$ cat src/rtl/nn_pkg.sv
// nn_pkg: encodings shared by the layer scheduler and the dense-layer engine.
// Activation type plus engine source/destination buffer selects.
package nn_pkg;

  typedef enum logic {
    RELU    = 1'b0,
    SIGMOID = 1'b1
  } activation_t;

  typedef enum logic [1:0] {
    SRC_EXT   = 2'd0,
    SRC_BUF_A = 2'd1,
    SRC_BUF_B = 2'd2
  } src_sel_t;

  typedef enum logic [1:0] {
    DST_BUF_A = 2'd1,
    DST_BUF_B = 2'd2,
    DST_OUT   = 2'd3
  } dst_sel_t;

  // Layers ping-pong between the two buffers; first reads EXT, last writes OUT.
  function automatic src_sel_t src_for(logic first, logic odd);
    if (first) return SRC_EXT;
    if (odd)   return SRC_BUF_A;
    return SRC_BUF_B;
  endfunction

  function automatic dst_sel_t dst_for(logic last, logic odd);
    if (last) return DST_OUT;
    if (odd)  return DST_BUF_B;
    return DST_BUF_A;
  endfunction

endpackage

$ cat src/rtl/layer_scheduler.sv
// layer_scheduler: sequences NUM_LAYERS passes through one shared dense-layer
// engine, steering buffers per layer, with a per-layer timeout and abort.
module layer_scheduler
  import nn_pkg::*;
#(
  parameter int DATA_WIDTH = 32,
  parameter int NUM_LAYERS = 3,
  parameter logic [NUM_LAYERS-1:0] ACTIVATIONS = {SIGMOID, RELU, RELU},
  parameter int TIMEOUT = 1024,
  localparam int IW = (NUM_LAYERS > 1) ? $clog2(NUM_LAYERS) : 1
) (
  input  logic          clock,
  input  logic          reset,
  input  logic          start_valid,
  output logic          start_ready,
  input  logic          abort,
  output logic          layer_start,
  output logic [IW-1:0] layer_index,
  output logic          activation,
  output logic [1:0]    src_sel,
  output logic [1:0]    dst_sel,
  input  logic          layer_done,
  output logic          outputs_valid,
  input  logic          outputs_ack,
  output logic          busy,
  output logic          error
);

  localparam int TW = $clog2(TIMEOUT) + 1;

  localparam logic [2:0] S_IDLE   = 3'd0;
  localparam logic [2:0] S_LAUNCH = 3'd1;
  localparam logic [2:0] S_WAIT   = 3'd2;
  localparam logic [2:0] S_NEXT   = 3'd3;
  localparam logic [2:0] S_DONE   = 3'd4;
  localparam logic [2:0] S_ERROR  = 3'd5;

  localparam logic [IW-1:0] LAST_IDX = IW'(NUM_LAYERS - 1);
  localparam logic [TW-1:0] CNT_MAX  = TW'(TIMEOUT - 1);

  if (DATA_WIDTH < 1) begin : g_bad_data_width
  end

  logic [2:0]    state_q, state_d;
  logic [IW-1:0] idx_q, idx_d;
  logic [TW-1:0] cnt_q, cnt_d;
  logic [1:0]    src_q, src_d;
  logic [1:0]    dst_q, dst_d;
  logic [IW-1:0] idx_nx;

  assign idx_nx = idx_q + IW'(1);

  always_comb begin
    state_d = state_q;
    idx_d   = idx_q;
    src_d   = src_q;
    dst_d   = dst_q;
    cnt_d   = '0;
    case (state_q)
      S_IDLE: begin
        if (start_valid) begin
          state_d = S_LAUNCH;
          idx_d   = '0;
          src_d   = src_for(1'b1, 1'b0);
          dst_d   = dst_for(LAST_IDX == '0, 1'b0);
        end
      end
      S_LAUNCH: begin
        cnt_d   = cnt_q + TW'(1);
        state_d = S_WAIT;
      end
      S_WAIT: begin
        cnt_d = cnt_q + TW'(1);
        // A done arriving on the final timeout cycle still completes the layer.
        if (layer_done) begin
          cnt_d   = '0;
          state_d = (idx_q == LAST_IDX) ? S_DONE : S_NEXT;
        end else if (cnt_q == CNT_MAX) begin
          cnt_d   = '0;
          state_d = S_ERROR;
        end
      end
      S_NEXT: begin
        state_d = S_LAUNCH;
        idx_d   = idx_nx;
        src_d   = src_for(1'b0, idx_nx[0]);
        dst_d   = dst_for(idx_nx == LAST_IDX, idx_nx[0]);
      end
      S_DONE: begin
        if (outputs_ack) state_d = S_IDLE;
      end
      S_ERROR: begin
        state_d = S_ERROR;
      end
      default: begin
        state_d = S_IDLE;
      end
    endcase
    if (abort) begin
      state_d = S_IDLE;
      idx_d   = '0;
      cnt_d   = '0;
      src_d   = SRC_EXT;
      dst_d   = DST_BUF_A;
    end
  end

  always_ff @(posedge clock) begin
    if (reset) begin
      state_q <= S_IDLE;
      idx_q   <= '0;
      cnt_q   <= '0;
      src_q   <= SRC_EXT;
      dst_q   <= DST_BUF_A;
    end else begin
      state_q <= state_d;
      idx_q   <= idx_d;
      cnt_q   <= cnt_d;
      src_q   <= src_d;
      dst_q   <= dst_d;
    end
  end

  assign start_ready   = (state_q == S_IDLE);
  assign layer_start   = (state_q == S_LAUNCH);
  assign outputs_valid = (state_q == S_DONE);
  assign error         = (state_q == S_ERROR);
  assign busy          = (state_q == S_LAUNCH) || (state_q == S_WAIT) ||
                         (state_q == S_NEXT)   || (state_q == S_DONE);
  assign layer_index   = idx_q;
  assign activation    = ACTIVATIONS[idx_q];
  assign src_sel       = src_q;
  assign dst_sel       = dst_q;

endmodule

$ cat config.mk
export PLATFORM = sky130hd
export DESIGN_NAME = layer_scheduler
export DESIGN_NICKNAME = d
export VERILOG_FILES = /design/src/rtl/nn_pkg.sv /design/src/rtl/layer_scheduler.sv
export SDC_FILE = /design/constraint.sdc
export NUM_CORES = 1
export LEC_CHECK = 0
export ABC_AREA = 1
export CAP_MARGIN = 30
export CORE_MARGIN = 2
export CORE_UTILIZATION = 30
export DETAILED_ROUTE_END_ITERATION = 7
export PLACE_DENSITY_LB_ADDON = 0.25
export REMOVE_ABC_BUFFERS = 1
export SYNTH_ARGS = -nofsm -noshare
export SYNTH_HDL_FRONTEND = slang
export SYNTH_SLANG_ARGS = --single-unit
$ cat constraint.sdc
create_clock -name clock -period 1.8 [get_ports clock]
set_clock_uncertainty 0.1 [all_clocks]
set_input_delay 0.45 -clock clock [delete_from_list [all_inputs] [get_ports clock]]
set_output_delay 0.45 -clock clock [all_outputs]
set_load 0.02 [all_outputs]
==> metrics.log <==
[metrics] power density over cell area: 574 nW/um^2
[metrics] Slew Limit Fails: 0
[metrics] sort of element at the start of the critical path: flip-flop
[metrics] final instance count without filler cells: 209
[metrics] drc violations: 0
[metrics] first drt pass iteration count: 4
[metrics] Final Wtd Congestion: 0.758
[metrics] clock period minus worst slack: 1.70 ns
[metrics] Placement Rows: 21
[metrics] ys async rst share: 0%
[metrics] instance count of the mapped netlist: ~130
[metrics] arithmetic-cell share of the synthesized area counting full adders, half adders and majority gates: 3.62%
[metrics] wire length of the first global-routing pass: approximately 3800 microns
[metrics] source of the worst register-to-register timing path: cnt_q[0]$_SDFF_PP0_
[metrics] worst path buffer plus inverter count: 2
[metrics] number of global-route vias before repair: between 900 and 1,000
[metrics] CTS buffer count: 3
[metrics] global routing usage summed across all routing layers: 11.8%
[metrics] starting density of the core: 31.0%
[metrics] Detailed Route Iter0 Violations: 14
[metrics] number of nets with antenna violations after detailed routing: 0
[metrics] WL final: ~2000 microns
[metrics] Avg Cell Area, Syn: 7.85 sq um
[metrics] Layout Area Growth over Synthesis: 31.2%
[metrics] placed wire-length estimate: 1610 microns
[metrics] static power due to leakage: around 0.00056 uW
[metrics] Hold Fails Final Rpt: 0
[metrics] number of max-cap violations: 0
[metrics] worst-path cell chain: buf_4, nor3_1, buf_2
[metrics] number of antenna violations at the first check in global routing: 0
[metrics] share of the clock period used by the worst path after layout: 94.5%
[metrics] cell taking the most area after synthesis: dfxtp_1
[metrics] final worst hold slack: approximately 0.36 ns
[metrics] total global routing overflow: 0
[metrics] final core occ: 40.7%
[metrics] number of buffers on the longest clock path: 2
[metrics] HP Class: reg2reg
[metrics] number of different library cells in the post-synthesis netlist: 27
[metrics] layout cell share with drive strength beyond 1: about a third
[metrics] Critical path origin: state_q[1]$_SDFFE_PP0P_
[metrics] clock insertion delay at the later pin of the skew report: 0.30 ns
[metrics] largest net degree at the start of global routing: 12
[metrics] nature of the critical path endpoint: primary output
[metrics] via count: 887
[metrics] gate family responsible for the most delay along the worst path: flip-flops
[metrics] EDFF count, synth: 0
[metrics] Final TNS setup: 0 ns
[metrics] signal arrival time at the worst endpoint: 1.15 ns
[metrics] Post CTS Setup Buffer Count: 0
[metrics] CP peak stage delay: around 0.36 ns
[metrics] most common library cells after synthesis: nand2_1, dfxtp_1, inv_1, nor2_1, nor2_2
[metrics] run status: finished clean
[metrics] average vias per placed instance: roughly 4.2
[metrics] top area cells in the synthesized netlist: dfxtp_1, nand2_1, nor2_2
[metrics] worst reg2reg setup slack: 0.31 ns
[metrics] Worst-Margin Slew: between 0.2 and 0.25 ns
[metrics] Cells after DPL: 205
[metrics] H-Tree Depth: 1
[metrics] post-detailed-route wirelength per cell: approximately 9.7 microns
[metrics] CP max FO: 3
[metrics] critical path start-end classification: reg2out
[metrics] number of top-level design ports: 18
[metrics] simple-gate area share of the yosys netlist: 40.9%
[metrics] VDD IR max: 0.287 mV
[metrics] total chip power: just under 800 uW
[metrics] RSZ-0062 raised after global routing: no
[metrics] Required @ worst endpoint: 1.25 ns
[metrics] top-area cell type share of the netlist area: 36.7%
[metrics] Critical Path Sink: outputs_valid
[metrics] antenna cell count: 0
[metrics] R2R cell count: 8
[metrics] combined area of all synthesized cells: 1040 sq um
[metrics] flop and latch count out of synthesis: 19
[metrics] DIE AREA: 3940 sq um
[metrics] destination of the worst register-to-register timing path: cnt_q[10]$_SDFF_PP0_
[metrics] portion of the post-synthesis area used by sequential elements: 36.7%
[metrics] XOR/XNOR Fraction of Synth Area: 5.92%
[metrics] horizontal die dimension: 62.8 microns
[metrics] DIE HEIGHT: between 60 and 70 microns
[metrics] number of setup violations in the final report: 0
[metrics] most used flip-flop cell after synthesis: dfxtp_1
[metrics] complex-gate fraction of the synthesized area: around 5.6%
[metrics] total number of nets in the final design: 173
[metrics] max-slew headroom at the worst pin: 84.9%
[metrics] Clock Sink Count: 19
[metrics] CTS tree: built
[metrics] total stage count of the critical path: 3
[metrics] Yosys warnings: 0
[metrics] root buffer selected by CTS: clkbuf_4
[metrics] I/O Buffers: 17
[metrics] maximum achievable frequency: 588 MHz
[metrics] most used standard cell by instance count after synthesis: nand2_1
[metrics] Clk pin slew, worst setup/hold paths: 0.11 ns
[metrics] main combinational cell family by area after synthesis: simple AND/OR/NAND/NOR gates
[metrics] Layout fillers: 358
[metrics] post-synthesis mux area share: 0%
[metrics] worst-path cell with the longest stage delay: dfxtp_2
[metrics] core outline area: about 3300 sq um
-- flip-flops by register name (all words and copies together), names as in the netlist --
| signal | flops |
|---|---|
| state_q | 3 |
| cnt_q | 11 |
| src_sel | 1 |
| layer_index | 2 |
| dst_sel | 2 |
-- worst register-to-register path, stage by stage (launching register included) --
cell and delay (ns):
dfxtp_1 0.38, ha_1 0.19, nand2_1 0.09, nor2_4 0.18
nand3_4 0.11, nand2_4 0.10, nand2_4 0.07, nand2_8 0.11
nor2_2 0.05
-- layer usage --
layer / track usage, % / share of wire, %
met1: 13.8 / 47
met2: 21.0 / 50
met3: 1.62 / 1.5
met4: 5.83 / 1.3
met5: 0 / 0
-- layout by cell type (no fill, tap or decap), drive strengths merged --
master,netlist,layout
nand2,30,30
nor2,25,25
dfxtp,19,19
inv,18,18
buf,1,17
a21oi,8,8
nand3,8,8
dlygate4sd2,0,6
clkdlybuf4s50,0,5
nor3,5,5
xor2,4,4
xnor2,3,3
ha,3,3
clkbuf,0,3
nand4,2,2
or2,2,2
o21ai,2,2
nand3b,1,1
a21boi,1,1
clkinv,0,1
-- cells by family (layout without fill, tap and decap cells) --
family          count (synthesis)  in the layout
compound gates                 11             11
flops                          19             19
simple gates                   73             73
xor+xnor                        7              7
fa+ha+maj                       3              3
buf+inv                        19             50
-- power breakdown --
part / switching [uW] / internal (uW) / total [uW]
clock: 136 / 82.7 / 219
combinational: 73.5 / 56.2 / 130
sequential: 6.30 / 425 / 432
total: 216 / 564 / 780
-- final cells by class --
class                           instances  area, sq um  area share, %
Sequential cell                        19          385           28.4
Inverter                               18         70.1           5.16
Multi-Input combinational cell         94          598           44.0
Clock buffer                            3         22.5           1.66
Tap cell                               46         57.6           4.24
Clock inverter                          1         5.00          0.368
Timing Repair Buffer                   28          220           16.2
-- worst min path at each step --
stage                              from             endpoint  cells past startpoint
floorplan           cnt_q[0]$_SDFF_PP0_  cnt_q[0]$_SDFF_PP0_                      1
global placement    cnt_q[0]$_SDFF_PP0_  cnt_q[0]$_SDFF_PP0_                      1
detailed placement  cnt_q[0]$_SDFF_PP0_  cnt_q[0]$_SDFF_PP0_                      1
CTS                 cnt_q[0]$_SDFF_PP0_  cnt_q[0]$_SDFF_PP0_                      1
global route        cnt_q[0]$_SDFF_PP0_  cnt_q[0]$_SDFF_PP0_                      1
finish              cnt_q[0]$_SDFF_PP0_  cnt_q[0]$_SDFF_PP0_                      1
-- what timing repair did --
action                     in CTS  in global routing
pin swaps                       1                  0
setup endpoints to repair      12                  5
gates resized for setup        30                 11
hold buffers                    0                  0
-- stage by stage --
| stage | instance area, sq um | setup slack (ns) |
|---|---|---|
| 5_1_grt | 1360 | 0.0172 |
| 3_5_place_dp | 1340 | -0.0733 |
| 4_1_cts | 1340 | 0.00132 |
| 6_report | 1360 | 0.0985 |
| 3_3_place_gp | 1340 | -0.0362 |
| 2_1_floorplan | 1030 | 0.133 |
(Power assumes the default switching activity.)
